===== config.mk =====
export PLATFORM = sky130hd
export DESIGN_NAME = branch_resolver_flat
export DESIGN_NICKNAME = d
export VERILOG_FILES = /design/src/rtl/branch_resolver_if.sv /design/src/rtl/branch_resolver.sv /design/src/flat_wrapper.sv
export SDC_FILE = /design/constraint.sdc
export NUM_CORES = 1
export LEC_CHECK = 0
export ABC_AREA = 1
export CAP_MARGIN = 5
export CORE_MARGIN = 2
export CORE_UTILIZATION = 41
export CTS_CLUSTER_SIZE = 16
export DETAILED_ROUTE_END_ITERATION = 7
export PLACE_DENSITY = 0.82
export SLEW_MARGIN = 20
export SYNTH_ARGS = -nofsm -noshare
export SYNTH_HDL_FRONTEND = slang
export SYNTH_SLANG_ARGS = --single-unit

===== constraint.sdc =====
create_clock -name clk -period 2.6 [get_ports clk]
set_input_delay 0.26 -clock clk [delete_from_list [all_inputs] [get_ports clk]]
set_output_delay 0.26 -clock clk [all_outputs]
set_load 0.01 [all_outputs]

===== src/rtl/branch_resolver_if.sv =====
// EX-stage branch resolution bundle: operands/prediction in, flush request and
// failed-branch rollback information out.
interface branch_resolver_if;
    logic        PL_stall;
    logic        B_type_ex;
    logic        beq_ex;
    logic        bne_ex;
    logic        blt_ex;
    logic        bge_ex;
    logic        bltu_ex;
    logic        bgeu_ex;
    logic        jalr_ex;
    logic [31:0] rs1_ex;
    logic [31:0] rs2_ex;
    logic [31:0] pc_ex;
    logic [31:0] imme_ex;
    logic        prediction_ex;
    logic [31:0] jalr_pc_prediction_ex;

    logic        corrected_result;
    logic        PL_flush;
    logic [31:0] redirect_pc;
    logic        B_type_branch_failed;
    logic        beq_branch_failed;
    logic        bne_branch_failed;
    logic        blt_branch_failed;
    logic        bge_branch_failed;
    logic        bltu_branch_failed;
    logic        bgeu_branch_failed;
    logic [31:0] pc_branch_filled;
    logic        B_type_result_branch_failed;
    logic        ras_rollback_push_ex;
    logic [31:0] perf_branch_total;
    logic [31:0] perf_branch_miss;

    modport master (
        output PL_stall, B_type_ex, beq_ex, bne_ex, blt_ex, bge_ex, bltu_ex, bgeu_ex,
               jalr_ex, rs1_ex, rs2_ex, pc_ex, imme_ex, prediction_ex, jalr_pc_prediction_ex,
        input  corrected_result, PL_flush, redirect_pc, B_type_branch_failed,
               beq_branch_failed, bne_branch_failed, blt_branch_failed, bge_branch_failed,
               bltu_branch_failed, bgeu_branch_failed, pc_branch_filled,
               B_type_result_branch_failed, ras_rollback_push_ex,
               perf_branch_total, perf_branch_miss
    );

    modport slave (
        input  PL_stall, B_type_ex, beq_ex, bne_ex, blt_ex, bge_ex, bltu_ex, bgeu_ex,
               jalr_ex, rs1_ex, rs2_ex, pc_ex, imme_ex, prediction_ex, jalr_pc_prediction_ex,
        output corrected_result, PL_flush, redirect_pc, B_type_branch_failed,
               beq_branch_failed, bne_branch_failed, blt_branch_failed, bge_branch_failed,
               bltu_branch_failed, bgeu_branch_failed, pc_branch_filled,
               B_type_result_branch_failed, ras_rollback_push_ex,
               perf_branch_total, perf_branch_miss
    );
endinterface


===== src/rtl/branch_resolver.sv =====
// EX-stage branch/jalr resolver with registered flush and predictor rollback info.
// Optional saturating performance counters: define BRANCH_RESOLVER_PERF_CNT_EN.
module branch_resolver #(
    parameter int FLUSH_CYCLES   = 1,
    parameter int RECOVER_CYCLES = 1
) (
    input logic              clk,
    input logic              rst_n,
    branch_resolver_if.slave bus
);

    localparam logic [1:0] IDLE    = 2'd0;
    localparam logic [1:0] FLUSH   = 2'd1;
    localparam logic [1:0] RECOVER = 2'd2;

    localparam logic [1:0] FLUSH_CNT   = 2'(FLUSH_CYCLES);
    localparam logic [1:0] RECOVER_CNT = 2'(RECOVER_CYCLES);

    logic        eq, lt, ltu, cmp_sel;
    logic        enabled, b_miss, j_miss, miss, go_idle;
    logic [31:0] jalr_target, miss_target;

    logic [1:0]  state_q, state_d;
    logic [1:0]  cnt_q, cnt_d;
    logic        flush_q, flush_d;
    logic [31:0] redirect_q, redirect_d;
    logic        btype_q, btype_d;
    logic [5:0]  kind_q, kind_d;
    logic [31:0] pc_fail_q, pc_fail_d;
    logic        result_fail_q, result_fail_d;
    logic        ras_push_q, ras_push_d;

    always_comb begin
        eq      = (bus.rs1_ex == bus.rs2_ex);
        lt      = ($signed(bus.rs1_ex) < $signed(bus.rs2_ex));
        ltu     = (bus.rs1_ex < bus.rs2_ex);
        cmp_sel = 1'b0;
        if (bus.beq_ex)       cmp_sel = eq;
        else if (bus.bne_ex)  cmp_sel = !eq;
        else if (bus.blt_ex)  cmp_sel = lt;
        else if (bus.bge_ex)  cmp_sel = !lt;
        else if (bus.bltu_ex) cmp_sel = ltu;
        else if (bus.bgeu_ex) cmp_sel = !ltu;
    end

    assign bus.corrected_result = bus.B_type_ex & cmp_sel;

    // A conditional branch in EX shadows any jalr flag seen in the same cycle.
    always_comb begin
        enabled     = (state_q == IDLE) && !bus.PL_stall;
        jalr_target = (bus.rs1_ex + bus.imme_ex) & ~32'd1;
        b_miss      = enabled && bus.B_type_ex && (bus.corrected_result != bus.prediction_ex);
        j_miss      = enabled && !bus.B_type_ex && bus.jalr_ex &&
                      (jalr_target != bus.jalr_pc_prediction_ex);
        miss        = b_miss || j_miss;
        if (b_miss)
            miss_target = bus.corrected_result ? (bus.pc_ex + bus.imme_ex) : (bus.pc_ex + 32'd4);
        else
            miss_target = jalr_target;
    end

    always_comb begin
        state_d       = state_q;
        cnt_d         = cnt_q;
        flush_d       = flush_q;
        redirect_d    = redirect_q;
        btype_d       = btype_q;
        kind_d        = kind_q;
        pc_fail_d     = pc_fail_q;
        result_fail_d = result_fail_q;
        ras_push_d    = ras_push_q;
        go_idle       = 1'b0;

        case (state_q)
            IDLE: begin
                if (miss) begin
                    state_d       = FLUSH;
                    cnt_d         = FLUSH_CNT;
                    flush_d       = 1'b1;
                    redirect_d    = miss_target;
                    btype_d       = b_miss;
                    kind_d        = b_miss ? {bus.bgeu_ex, bus.bltu_ex, bus.bge_ex,
                                              bus.blt_ex, bus.bne_ex, bus.beq_ex} : 6'd0;
                    pc_fail_d     = bus.pc_ex;
                    result_fail_d = b_miss && bus.corrected_result;
                    ras_push_d    = j_miss;
                end
            end
            // Flush outranks stall, so this window always drains on schedule.
            FLUSH: begin
                if (cnt_q <= 2'd1) begin
                    flush_d = 1'b0;
                    if (RECOVER_CNT == 2'd0) begin
                        go_idle = 1'b1;
                    end else begin
                        state_d = RECOVER;
                        cnt_d   = RECOVER_CNT;
                    end
                end else begin
                    cnt_d = cnt_q - 2'd1;
                end
            end
            RECOVER: begin
                if (!bus.PL_stall) begin
                    if (cnt_q <= 2'd1) go_idle = 1'b1;
                    else               cnt_d   = cnt_q - 2'd1;
                end
            end
            default: go_idle = 1'b1;
        endcase

        if (go_idle) begin
            state_d       = IDLE;
            cnt_d         = 2'd0;
            flush_d       = 1'b0;
            redirect_d    = 32'd0;
            btype_d       = 1'b0;
            kind_d        = 6'd0;
            pc_fail_d     = 32'd0;
            result_fail_d = 1'b0;
            ras_push_d    = 1'b0;
        end
    end

    always_ff @(posedge clk or negedge rst_n) begin
        if (!rst_n) begin
            state_q       <= IDLE;
            cnt_q         <= 2'd0;
            flush_q       <= 1'b0;
            redirect_q    <= 32'd0;
            btype_q       <= 1'b0;
            kind_q        <= 6'd0;
            pc_fail_q     <= 32'd0;
            result_fail_q <= 1'b0;
            ras_push_q    <= 1'b0;
        end else begin
            state_q       <= state_d;
            cnt_q         <= cnt_d;
            flush_q       <= flush_d;
            redirect_q    <= redirect_d;
            btype_q       <= btype_d;
            kind_q        <= kind_d;
            pc_fail_q     <= pc_fail_d;
            result_fail_q <= result_fail_d;
            ras_push_q    <= ras_push_d;
        end
    end

    assign bus.PL_flush                    = flush_q;
    assign bus.redirect_pc                 = redirect_q;
    assign bus.B_type_branch_failed        = btype_q;
    assign bus.beq_branch_failed           = kind_q[0];
    assign bus.bne_branch_failed           = kind_q[1];
    assign bus.blt_branch_failed           = kind_q[2];
    assign bus.bge_branch_failed           = kind_q[3];
    assign bus.bltu_branch_failed          = kind_q[4];
    assign bus.bgeu_branch_failed          = kind_q[5];
    assign bus.pc_branch_filled            = pc_fail_q;
    assign bus.B_type_result_branch_failed = result_fail_q;
    assign bus.ras_rollback_push_ex        = ras_push_q;

`ifdef BRANCH_RESOLVER_PERF_CNT_EN
    logic        branch_seen;
    logic [31:0] total_q, total_d;
    logic [31:0] miss_cnt_q, miss_cnt_d;

    // Both counters stick at all-ones rather than wrapping.
    always_comb begin
        branch_seen = enabled && (bus.B_type_ex || bus.jalr_ex);
        total_d     = total_q;
        miss_cnt_d  = miss_cnt_q;
        if (branch_seen && (total_q != 32'hFFFF_FFFF)) total_d    = total_q + 32'd1;
        if (miss && (miss_cnt_q != 32'hFFFF_FFFF))     miss_cnt_d = miss_cnt_q + 32'd1;
    end

    always_ff @(posedge clk or negedge rst_n) begin
        if (!rst_n) begin
            total_q    <= 32'd0;
            miss_cnt_q <= 32'd0;
        end else begin
            total_q    <= total_d;
            miss_cnt_q <= miss_cnt_d;
        end
    end

    assign bus.perf_branch_total = total_q;
    assign bus.perf_branch_miss  = miss_cnt_q;
`else
    assign bus.perf_branch_total = 32'd0;
    assign bus.perf_branch_miss  = 32'd0;
`endif

endmodule


===== src/flat_wrapper.sv =====
// flat-port wrapper written by rule: the top's interface ports become plain ports
module branch_resolver_flat 
#(
    parameter int FLUSH_CYCLES   = 1,
    parameter int RECOVER_CYCLES = 1
)
  (clk, rst_n, bus_PL_stall, bus_B_type_ex, bus_beq_ex, bus_bne_ex, bus_blt_ex, bus_bge_ex, bus_bltu_ex, bus_bgeu_ex, bus_jalr_ex, bus_rs1_ex, bus_rs2_ex, bus_pc_ex, bus_imme_ex, bus_prediction_ex, bus_jalr_pc_prediction_ex, bus_corrected_result, bus_PL_flush, bus_redirect_pc, bus_B_type_branch_failed, bus_beq_branch_failed, bus_bne_branch_failed, bus_blt_branch_failed, bus_bge_branch_failed, bus_bltu_branch_failed, bus_bgeu_branch_failed, bus_pc_branch_filled, bus_B_type_result_branch_failed, bus_ras_rollback_push_ex, bus_perf_branch_total, bus_perf_branch_miss);
  branch_resolver_if bus_i ();
  input logic clk;
  input logic rst_n;
  input wire logic [$bits(bus_i.PL_stall)-1:0] bus_PL_stall;
  input wire logic [$bits(bus_i.B_type_ex)-1:0] bus_B_type_ex;
  input wire logic [$bits(bus_i.beq_ex)-1:0] bus_beq_ex;
  input wire logic [$bits(bus_i.bne_ex)-1:0] bus_bne_ex;
  input wire logic [$bits(bus_i.blt_ex)-1:0] bus_blt_ex;
  input wire logic [$bits(bus_i.bge_ex)-1:0] bus_bge_ex;
  input wire logic [$bits(bus_i.bltu_ex)-1:0] bus_bltu_ex;
  input wire logic [$bits(bus_i.bgeu_ex)-1:0] bus_bgeu_ex;
  input wire logic [$bits(bus_i.jalr_ex)-1:0] bus_jalr_ex;
  input wire logic [$bits(bus_i.rs1_ex)-1:0] bus_rs1_ex;
  input wire logic [$bits(bus_i.rs2_ex)-1:0] bus_rs2_ex;
  input wire logic [$bits(bus_i.pc_ex)-1:0] bus_pc_ex;
  input wire logic [$bits(bus_i.imme_ex)-1:0] bus_imme_ex;
  input wire logic [$bits(bus_i.prediction_ex)-1:0] bus_prediction_ex;
  input wire logic [$bits(bus_i.jalr_pc_prediction_ex)-1:0] bus_jalr_pc_prediction_ex;
  output wire logic [$bits(bus_i.corrected_result)-1:0] bus_corrected_result;
  output wire logic [$bits(bus_i.PL_flush)-1:0] bus_PL_flush;
  output wire logic [$bits(bus_i.redirect_pc)-1:0] bus_redirect_pc;
  output wire logic [$bits(bus_i.B_type_branch_failed)-1:0] bus_B_type_branch_failed;
  output wire logic [$bits(bus_i.beq_branch_failed)-1:0] bus_beq_branch_failed;
  output wire logic [$bits(bus_i.bne_branch_failed)-1:0] bus_bne_branch_failed;
  output wire logic [$bits(bus_i.blt_branch_failed)-1:0] bus_blt_branch_failed;
  output wire logic [$bits(bus_i.bge_branch_failed)-1:0] bus_bge_branch_failed;
  output wire logic [$bits(bus_i.bltu_branch_failed)-1:0] bus_bltu_branch_failed;
  output wire logic [$bits(bus_i.bgeu_branch_failed)-1:0] bus_bgeu_branch_failed;
  output wire logic [$bits(bus_i.pc_branch_filled)-1:0] bus_pc_branch_filled;
  output wire logic [$bits(bus_i.B_type_result_branch_failed)-1:0] bus_B_type_result_branch_failed;
  output wire logic [$bits(bus_i.ras_rollback_push_ex)-1:0] bus_ras_rollback_push_ex;
  output wire logic [$bits(bus_i.perf_branch_total)-1:0] bus_perf_branch_total;
  output wire logic [$bits(bus_i.perf_branch_miss)-1:0] bus_perf_branch_miss;
  assign bus_i.PL_stall = bus_PL_stall;
  assign bus_i.B_type_ex = bus_B_type_ex;
  assign bus_i.beq_ex = bus_beq_ex;
  assign bus_i.bne_ex = bus_bne_ex;
  assign bus_i.blt_ex = bus_blt_ex;
  assign bus_i.bge_ex = bus_bge_ex;
  assign bus_i.bltu_ex = bus_bltu_ex;
  assign bus_i.bgeu_ex = bus_bgeu_ex;
  assign bus_i.jalr_ex = bus_jalr_ex;
  assign bus_i.rs1_ex = bus_rs1_ex;
  assign bus_i.rs2_ex = bus_rs2_ex;
  assign bus_i.pc_ex = bus_pc_ex;
  assign bus_i.imme_ex = bus_imme_ex;
  assign bus_i.prediction_ex = bus_prediction_ex;
  assign bus_i.jalr_pc_prediction_ex = bus_jalr_pc_prediction_ex;
  assign bus_corrected_result = bus_i.corrected_result;
  assign bus_PL_flush = bus_i.PL_flush;
  assign bus_redirect_pc = bus_i.redirect_pc;
  assign bus_B_type_branch_failed = bus_i.B_type_branch_failed;
  assign bus_beq_branch_failed = bus_i.beq_branch_failed;
  assign bus_bne_branch_failed = bus_i.bne_branch_failed;
  assign bus_blt_branch_failed = bus_i.blt_branch_failed;
  assign bus_bge_branch_failed = bus_i.bge_branch_failed;
  assign bus_bltu_branch_failed = bus_i.bltu_branch_failed;
  assign bus_bgeu_branch_failed = bus_i.bgeu_branch_failed;
  assign bus_pc_branch_filled = bus_i.pc_branch_filled;
  assign bus_B_type_result_branch_failed = bus_i.B_type_result_branch_failed;
  assign bus_ras_rollback_push_ex = bus_i.ras_rollback_push_ex;
  assign bus_perf_branch_total = bus_i.perf_branch_total;
  assign bus_perf_branch_miss = bus_i.perf_branch_miss;
  branch_resolver #(.FLUSH_CYCLES(FLUSH_CYCLES), .RECOVER_CYCLES(RECOVER_CYCLES)) u_core (.clk(clk), .rst_n(rst_n), .bus(bus_i));
endmodule

==> impl_metrics.json, run 1 <==
{
  "start_util": 0.420,
  "cts_made_buffers": 9,
  "hold_class": "in -> async",
  "drv_slew": 0,
  "crit_cells": 23,
  "relSlewSlack": 0.345,
  "cp_top_family": "simple AND/OR/NAND/NOR gates",
  "overflow": 0,
  "finClkSkew_ns": 0.00707,
  "post-route-drc-count": 0,
  "peakVddDrop_mv": 1.18,
  "dieArea_um2": 27200,
  "n_antenna_cell": 0,
  "area_growth_pct": 87.5,
  "synthCells": 1739,
  "hold_viol_final": 0,
  "io_pins": 311,
  "antenna_found_initial": 0,
  "max_stage_delay_ns": 0.45,
  "final_nets": 2700,
  "r2r-end": "u_core.bus.redirect_pc[17]",
  "cts_root_buf": "clkbuf_16",
  "maxCapViolCount": 0,
  "drt_iter0_markers": 1818,
  "crit_path_cell_trace": "buf_2 > fa_2 > nand3_4 > nand2_4 > nand2_4 > nand3_4 > nand2_4 > nand2_8 > xor2_1 > nand2_1 > nand2_1 > nor2_2 > nand3_2 > nor2_4 > nand3_4 > nand2_4 > nand2_8 > buf_4 > nand2_8 > inv_8 > buf_12 > nand2_1 > nand2_1",
  "grt_pass1_vias": 14922,
  "cts_tree": "done",
  "post-place-ws_ns": -1.35,
  "drtAntennaViolNets": 0,
  "dp.cells": 2665,
  "clk_path_buf_depth": 2,
  "slowest_stage": "fa_2",
  "clkPwrFrac": 0.118,
  "coreArea_um2": 25300,
  "grt_usage": 0.388,
  "portBuffers": 246,
  "crit_path_max_fanout": 11,
  "die_x_um": 165,
  "dp_hpwl_um": 38700,
  "critPathBufInv": 4,
  "wl_per_cell_um": 21.5,
  "synth_area_um2": 10600,
  "power_density_nw_per_um2": 607,
  "rows": 58,
  "rr_worst_depth": 13,
  "seq_power_share": 0.176,
  "synth.avg_cell_area_um2": 6.09,
  "die_height_um": 165,
  "p_switching_mw": 5.55,
  "yosysWarningCount": 0,
  "vias_per_cell": 5.55,
  "required_ns": 2.81,
  "tightest_slew_ns": 0.982,
  "ff2ff_setup_slack_ns": 0.06,
  "clk_pin_slew_ns": 0.07,
  "rr_startpoint": "u_core.state_q[1]",
  "end_kind": "flip-flop",
  "post-route-period-util": 1.19,
  "rsz0062_at_grt": "yes",
  "drive_above_1_share": 0.422,
  "worstSetupPathType": "in -> reg",
  "setup_violations": 78,
  "vias": 15323,
  "place_congestion": 0.959,
  "h-tree-depth": 3,
  "nFillCells": 1648,
  "first_pass_iters": 6,
  "p_leak_nw": 10.3,
  "critical_path_arrival_ns": 3.30,
  "power.internal_mw": 6.50,
  "synth_cell_types": 46,
  "sw_frac_of_total": 0.461,
  "comb_power_share": 0.705,
  "grt_start_max_net_pins": 78,
  "cp-start-kind": "input port",
  "post-route-worst-setup-slack_ns": -0.496,
  "period_minus_slack_ns": 3.10,
  "synth-seq-cells": 77,
  "violations": "setup timing",
  "clock_sinks": 77,
  "grt_pass1_wl_um": 80200,
  "insertion_delay_ns": 0.35,
  "timing.fmax_mhz": 323,
  "status": "complete, but fails checks",
  "wl_um": 59300,
  "yosysSeqAreaShare": 0.182,
  "finalNonFillerCells": 2760
}
==> flip-flops by register name, summed over array words and instances (netlist names) <==
register                                count
u_core.bus.pc_branch_filled                32
u_core.bus.ras_rollback_push_ex             1
u_core.bus.B_type_branch_failed             1
u_core.state_q                              2
u_core.kind_q                               6
u_core.cnt_q                                2
u_core.bus.B_type_result_branch_failed      1
u_core.bus.redirect_pc                     32
==> per-layer routing <==
metal / GRT usage / share of wire / wire length [um]
met5: 0.00568 / 0 / 0
met4: 0.207 / 0.070 / 4160
met3: 0.0648 / 0.093 / 5540
met2: 0.674 / 0.47 / 28000
met1: 0.458 / 0.36 / 21600
==> what timing repair did <==
action                     4_1_cts  5_1_grt
pin swaps                      198       93
gates cloned                     9        6
buffers inserted                55       12
setup endpoints to repair       78       78
resized for setup              675      317
hold buffers                     0        0
==> synthesized netlist by cell type, drive strengths merged <==
library cell	count	area (um^2)
o21ai	88	444
o21a	3	22.5
o21bai	9	67.6
nand3	126	646
a22o	1	8.76
conb	1	3.75
a211oi	2	15.0
dfrtp	77	1930
a21o	5	37.5
nor3	22	115
xnor3	2	45.0
xnor2	15	131
o31ai	1	7.51
inv	228	856
nor4	11	68.8
nor3b	4	30.0
buf	78	567
clkbuf	14	52.6
ha	101	1260
and3	1	6.26
a221oi	1	8.76
clkinv	1	3.75
a31oi	12	75.1
nand3b	12	90.1
o221ai	3	26.3
fa	2	40.0
nor2	129	503
a21oi	76	380
nand2	609	2310
or2	2	12.5
xor3	2	47.6
xor2	62	543
a21boi	1	7.51
nand4	37	231
and2	1	6.26
==> cells in the final DEF (no fill, tap or decap), types with 16 or more instances in the layout <==
cell,n
a21oi_1,36
a21oi_2,24
a21oi_4,16
buf_2,38
buf_4,418
buf_6,17
clkdlybuf4s50_1,145
conb_1,64
dfrtp_1,77
dlygate4sd2_1,24
ha_1,41
ha_4,57
inv_1,193
inv_2,32
nand2_1,383
nand2_2,138
nand2_4,82
nand3_1,102
nand3_2,16
nand4_1,37
nor2_1,77
nor2_2,23
nor2_4,28
o21ai_0,40
o21ai_1,21
o21ai_2,23
xor2_1,61
==> final cells by class <==
type | instances | area (um^2) | share of cell area
Multi-Input combinational cell | 1404 | 10100 | 0.510
Timing Repair Buffer | 704 | 6180 | 0.311
Sequential cell | 77 | 1930 | 0.0970
Inverter | 229 | 885 | 0.0445
Tap cell | 330 | 413 | 0.0208
Clock buffer | 9 | 225 | 0.0113
Clock inverter | 7 | 96.3 | 0.00485
==> power by group through the flow <==
stage               Clock, mW  Combinational [mW]  Sequential [mW]
floorplan                   0                2.36             2.07
global placement            0                5.09             1.91
detailed placement          0                5.22             1.91
CTS                      1.38                7.14             1.97
global route             1.47                8.88             2.15
finish                   1.43                8.50             2.12
==> worst max path at each step <==
| stage | from | endpoint | slack (ns) |
|---|---|---|---|
| global route | bus_imme_ex[0] | u_core.bus.redirect_pc[15] | -0.71 |
| CTS | bus_rs1_ex[0] | u_core.bus.redirect_pc[25] | -0.21 |
| floorplan | bus_imme_ex[0] | u_core.bus.redirect_pc[10] | 0.001 |
| finish | bus_imme_ex[1] | u_core.bus.redirect_pc[15] | -0.50 |
| global placement | bus_imme_ex[0] | u_core.bus.pc_branch_filled[9] | -1.20 |
| detailed placement | bus_imme_ex[0] | u_core.bus.pc_branch_filled[21] | -1.35 |
==> cell families after synthesis <==
family	share of synthesized area
adders and majority gates	0.123
and+or+nand+nor	0.379
other	0.000354
DFF	0.182
xor gates and xnor gates	0.0724
buffers and inverters	0.140
AOI/OAI and AO/OA	0.104
==> metrics by stage <==
stage	TNS, ns	util	hold slack, ns	power [mW]	cell area, um^2
6_report	-27.47	0.787	0.0673	12.1	19900
5_1_grt	-36.21	0.787	0.154	12.5	19900
4_1_cts	-11.70	0.737	0.104	10.5	18600
3_5_place_dp	-98.73	0.635	0.458	7.13	16000
3_3_place_gp	-91.33	0.635	0.444	7.00	16000
2_1_floorplan	0	-	-0.0356	4.44	10800
Power figures use the tool's default switching activity.
==> inputs of run 2 (changes only) <==
--- a/config.mk
+++ b/config.mk
@@ -11,6 +11,7 @@
 export CORE_UTILIZATION = 41
 export CTS_CLUSTER_SIZE = 16
 export DETAILED_ROUTE_END_ITERATION = 7
+export MAX_ROUTING_LAYER = met4
 export PLACE_DENSITY = 0.82
 export SLEW_MARGIN = 20
 export SYNTH_ARGS = -nofsm -noshare
==> constraint.sdc (replaced) <==
create_clock -name clk -period 4 [get_ports clk]
set_input_delay 0.4 -clock clk [delete_from_list [all_inputs] [get_ports clk]]
set_output_delay 0.4 -clock clk [all_outputs]
set_load 0.01 [all_outputs]
==> run 2 against run 1 <==
The run now ends clean. Die area did not move. Clock power fell by 36%. Cell count fell by 15%. Critical path type unchanged. Utilization fell by 24 points.
==> impl_metrics.json, run 2 (same netlist as run 1, synthesis figures left out) <==
{
  "grt_pass1_wl_um": 62700,
  "overflow": 0,
  "post-route-period-util": 0.952,
  "slowest_stage": "clkdlybuf4s50_1",
  "rsz0062_at_grt": "no",
  "antenna_found_initial": 0,
  "met2_usage": 0.515,
  "grtUsageMet1": 0.411,
  "setup_violations": 0,
  "rows": 58,
  "grt_usage": 0.311,
  "required_ns": 4.25,
  "critical_path_arrival_ns": 4.06,
  "grt_start_max_net_pins": 78,
  "status": "finished clean",
  "maxCapViolCount": 0,
  "ctsHoldBuffers": 0,
  "timing.fmax_mhz": 263,
  "ctsResizeCount": 0,
  "wl_um": 41700,
  "drtAntennaViolNets": 0,
  "drv_slew": 0,
  "crit_path_cell_trace": "clkdlybuf4s50_1 > ha_1 > nand2_1 > nor2_1 > nand2_1 > nor3_1 > nand2_1 > nand2_1 > nand2_1 > nand3b_1 > nand2_1 > nor2_1 > nand2_1 > nor2_1 > nand3_1 > nand2_2 > nand2_4 > nor2_8 > buf_12 > nand2_1 > o21ai_1",
  "start_util": 0.420,
  "final_common_cell": "nand2_1",
  "final_nets": 2285,
  "peakVddDrop_mv": 0.469,
  "power_density_nw_per_um2": 373,
  "grt_pass1_vias": 11691,
  "rr_startpoint": "u_core.state_q[0]",
  "hold_viol_final": 0,
  "first_pass_iters": 5,
  "cts_tree": "done",
  "cp-start-kind": "input port",
  "design_area_um2": 13800,
  "dp_hpwl_um": 35600,
  "period_minus_slack_ns": 3.81,
  "relSlewSlack": 0.366,
  "worstSetupPathType": "in -> reg",
  "h-tree-depth": 3,
  "clk_path_buf_depth": 2,
  "cp-startpoint": "bus_imme_ex[22]",
  "insertion_delay_ns": 0.34,
  "clk_pin_slew_ns": 0.06,
  "cts_root_buf": "clkbuf_16",
  "crit_path_frequent_cell": "nand2_1",
  "max_stage_delay_ns": 0.55,
  "grt-busiest-layer": "met2",
  "finClkSkew_ns": 0.00708,
  "placed_area_um2": 13400,
  "hold_class": "in -> async",
  "clock_sinks": 77,
  "wl_per_cell_um": 17.8,
  "tightest_slew_ns": 0.951,
  "post-route-drc-count": 0,
  "die_x_um": 165,
  "final_cell_mix": "604 x nand2_1, 245 x clkdlybuf4s50_1, 227 x inv_1",
  "portBuffers": 246,
  "die_height_um": 165,
  "crit_path_max_fanout": 47,
  "place_congestion": 1.02,
  "drt_iter0_markers": 1316,
  "vias_per_cell": 5.25,
  "power_mw": 5.14,
  "p_leak_nw": 7.29,
  "vias": 12302,
  "cts_setup_buffers": 0,
  "coreArea_um2": 25300,
  "grtUsageMet3": 0.0178,
  "io_pins": 311,
  "end_kind": "flip-flop",
  "cts_made_buffers": 9,
  "drive_above_1_share": 0.0392,
  "dieArea_um2": 27200,
  "area_growth_pct": 30.2,
  "n_antenna_cell": 0
}
[run 2: cell count changes in the layout (fill, tap and decap cells not counted), sizes merged, moves of 2 or more]
| cell | change |
|---|---|
| buf | -454 |
| bufbuf | -2 |
| clkbuf | -13 |
| clkdlybuf4s15 | -17 |
| clkdlybuf4s50 | +100 |
| clkinv | -4 |
| clkinvlp | +2 |
| dlygate4sd2 | -24 |
| dlymetal6s2s | -4 |
[run 2: final timing paths]
check,slack (ns),cells past startpoint,to
setup reg to reg,1.67,11,u_core.bus.redirect_pc[17]
min in group clk,0.48,2,u_core.bus.redirect_pc[8]
max in group asynchronous,3.17,1,u_core.kind_q[5]
hold reg to reg,0.48,2,u_core.bus.redirect_pc[8]
hold / removal,0.21,1,u_core.bus.redirect_pc[1]
setup / recovery,0.19,21,u_core.bus.pc_branch_filled[12]
[run 2: routing by layer]
| metal | routed length (um) | vias up |
|---|---|---|
| met1 | 18500 | 5665 |
| met4 | 1190 | 0 |
| met2 | 19400 | 524 |
| li1 | - | 6034 |
| met5 | 0 | - |
| met3 | 2570 | 79 |
[run 2: critical path: cells and delay by family]
family / cells / cell delay (ns)
buffers and inverters: 2 / 0.77
AOI/OAI and AO/OA: 1 / 0.11
and+or+nand+nor: 17 / 2.28
adders and majority gates: 1 / 0.48
[run 2: stage by stage]
stage | utilization | hold WS [ns] | std cells | TNS [ns] | setup WS, ns
finish | 0.546 | 0.208 | 2345 | 0 | 0.191
detailed placement | 0.533 | 0.465 | 2329 | -2.27 | -0.0840
CTS | 0.546 | 0.252 | 2345 | 0 | 0.165
global route | 0.546 | 0.297 | 2345 | 0 | 0.00588
global placement | 0.533 | 0.465 | 2329 | -2.34 | -0.0607
floorplan | - | 0.104 | 1802 | 0 | 1.15
[run 2: area by class of cell]
cell class                 count  area [um^2]
inverter                     229          862
clock buffer                  10          239
clock inverter                 6         92.6
multi-input combinational   1404         7440
fill                        2510        11500
timing repair buffer         289         2820
sequential                    77         1930
tap                          330          413
[run 2: power by group]
part | leakage, nW | internal [mW] | switching (mW)
logic | 6.09 | 1.29 | 1.71
registers | 1.05 | 1.06 | 0.182
clock network | 0.156 | 0.568 | 0.341
==> inputs of run 3 (changes only) <==
--- a/config.mk
+++ b/config.mk
@@ -11,6 +11,7 @@
 export CORE_UTILIZATION = 41
 export CTS_CLUSTER_SIZE = 16
 export DETAILED_ROUTE_END_ITERATION = 7
+export GPL_TIMING_DRIVEN = 0
 export MAX_ROUTING_LAYER = met4
 export PLACE_DENSITY = 0.82
 export SLEW_MARGIN = 20
==> run 3 against run 2 <==
Critical path depth rose by 1. Final area rose by 2.4%. Count of clock-buffer cells in the layout did not move. Clock skew fell by 0.0014 ns. Flip-flop and latch count did not move. Critical endpoint is now u_core.bus.redirect_pc[9].
==> impl_metrics.json, run 3 (same netlist as run 1, synthesis figures left out) <==
{
  "period_minus_slack_ns": 3.82,
  "post-place-ws_ns": -0.702,
  "place_congestion": 1.01,
  "die_height_um": 165,
  "grt_pass1_wl_um": 61200,
  "status": "finished clean",
  "finClkSkew_ns": 0.00573,
  "fin_util": 0.560,
  "top_layer_used": "met4",
  "hold_slack_ns": 0.480,
  "maxCapViolCount": 0,
  "first_pass_iters": 7,
  "dp.cells": 2379,
  "critical_path_arrival_ns": 4.10,
  "post-route-period-util": 0.955,
  "io_pins": 311,
  "final_nets": 2337,
  "grt_start_max_net_pins": 56,
  "rows": 58,
  "cp-start-kind": "input port",
  "power_density_nw_per_um2": 362,
  "post-route-drc-count": 0,
  "area_growth_pct": 33.4,
  "post-route-worst-setup-slack_ns": 0.181,
  "cts_root_buf": "clkbuf_16",
  "drt-met1-wl_um": 17200,
  "drive_above_1_share": 0.0624,
  "coreArea_um2": 25300,
  "grt_usage": 0.302,
  "ff2ff_setup_slack_ns": 1.36,
  "end_kind": "flip-flop",
  "start_util": 0.420,
  "relSlewSlack": 0.492,
  "timing.fmax_mhz": 262,
  "final_cell_mix": "600 x nand2_1, 244 x clkdlybuf4s50_1, 227 x inv_1",
  "worstSetupPathType": "in -> reg",
  "grt_pass1_vias": 11505,
  "hold_viol_final": 0,
  "clk_path_buf_depth": 2,
  "h-tree-depth": 3,
  "p_leak_nw": 7.53,
  "vias": 12475,
  "power_mw": 5.12,
  "wl_met2_um": 18800,
  "finalNonFillerCells": 2397,
  "required_ns": 4.28,
  "die_x_um": 165,
  "cts_tree": "done",
  "hold_class": "reg -> reg",
  "peakVddDrop_mv": 0.315,
  "tightest_slew_ns": 0.756,
  "crit_path_max_fanout": 10,
  "n_antenna_cell": 0,
  "antenna_found_initial": 0,
  "vias_per_cell": 5.20,
  "wl_um": 40600,
  "portBuffers": 246,
  "dp_hpwl_um": 35400,
  "drtAntennaViolNets": 0,
  "clk_pin_slew_ns": 0.06,
  "overflow": 0,
  "dieArea_um2": 27200,
  "routed-wl-met3_um": 3130,
  "nFillCells": 2463,
  "clock_sinks": 77,
  "cts_made_buffers": 9,
  "setup_violations": 0,
  "drt_iter0_markers": 1183,
  "wl_per_cell_um": 16.9,
  "final_common_cell": "nand2_1",
  "drv_slew": 0,
  "insertion_delay_ns": 0.34
}
run 3: metrics by stage:
stage          setup TNS (ns)  cell area (um^2)
2_1_floorplan               0             10800
3_3_place_gp           -23.18             13700
3_5_place_dp           -24.84             13700
4_1_cts                     0             14100
5_1_grt                -0.325             14100
6_report                    0             14100
run 3: where the power goes:
| group | switching [mW] | internal [mW] | total [mW] |
|---|---|---|---|
| Combinational | 1.75 | 1.31 | 3.05 |
| Sequential | 0.176 | 1.06 | 1.24 |
| Clock | 0.343 | 0.489 | 0.832 |
run 3: worst paths after layout:
path / end / startpoint / cells after the start
max reg2reg: u_core.bus.redirect_pc[20] / u_core.state_q[0] / 10
min: u_core.bus.redirect_pc[31] / u_core.bus.redirect_pc[31] / 2
max: u_core.bus.redirect_pc[9] / bus_rs1_ex[23] / 22
max in group asynchronous: u_core.cnt_q[1] / rst_n / 3
min reg2reg: u_core.bus.redirect_pc[31] / u_core.bus.redirect_pc[31] / 2
min in group asynchronous: u_core.bus.redirect_pc[1] / rst_n / 2
run 3: area by class of cell:
class / count / area, um^2 / area share
Timing Repair Buffer: 250 / 2510 / 0.178
Sequential cell: 77 / 1930 / 0.136
Inverter: 229 / 867 / 0.0613
Clock buffer: 10 / 229 / 0.0162
Clock inverter: 6 / 72.6 / 0.00513
Multi-Input combinational cell: 1404 / 7490 / 0.530
Tap cell: 330 / 413 / 0.0292
Buffer: 91 / 622 / 0.0440
run 3: repair_timing:
item / in CTS / in global routing
hold buffers: 1 / 0
buffers inserted: 0 / 2
pin swaps: 1 / 3
gates resized for setup: 9 / 17
gates cloned: 0 / 0
endpoints found under the hold margin: 22 / 0
setup endpoints to repair: 25 / 77
run 3: routing by layer:
metal / GRT usage / vias to the layer above
met5: - / -
li1: - / 6143
met4: 0.101 / 0
met3: 0.0221 / 86
met2: 0.501 / 613
met1: 0.392 / 5633
run 3: critical path: stages:
cell             delay [ns]
clkdlybuf4s50_1        0.48
ha_1                   0.33
nand2_1                0.11
nor2_1                 0.19
nand4_1                0.23
nor2_4                 0.21
nand2_2                0.16
nand2_1                0.11
nand2_1                0.07
nand3_1                0.07
nand2_1                0.06
inv_1                  0.05
nand2_1                0.05
nand2_1                0.08
buf_2                  0.21
nand3_1                0.11
nand3_2                0.22
clkbuf_2               0.36
nand3_1                0.27
nand2_1                0.15
nand2_1                0.08
nand2_1                0.07
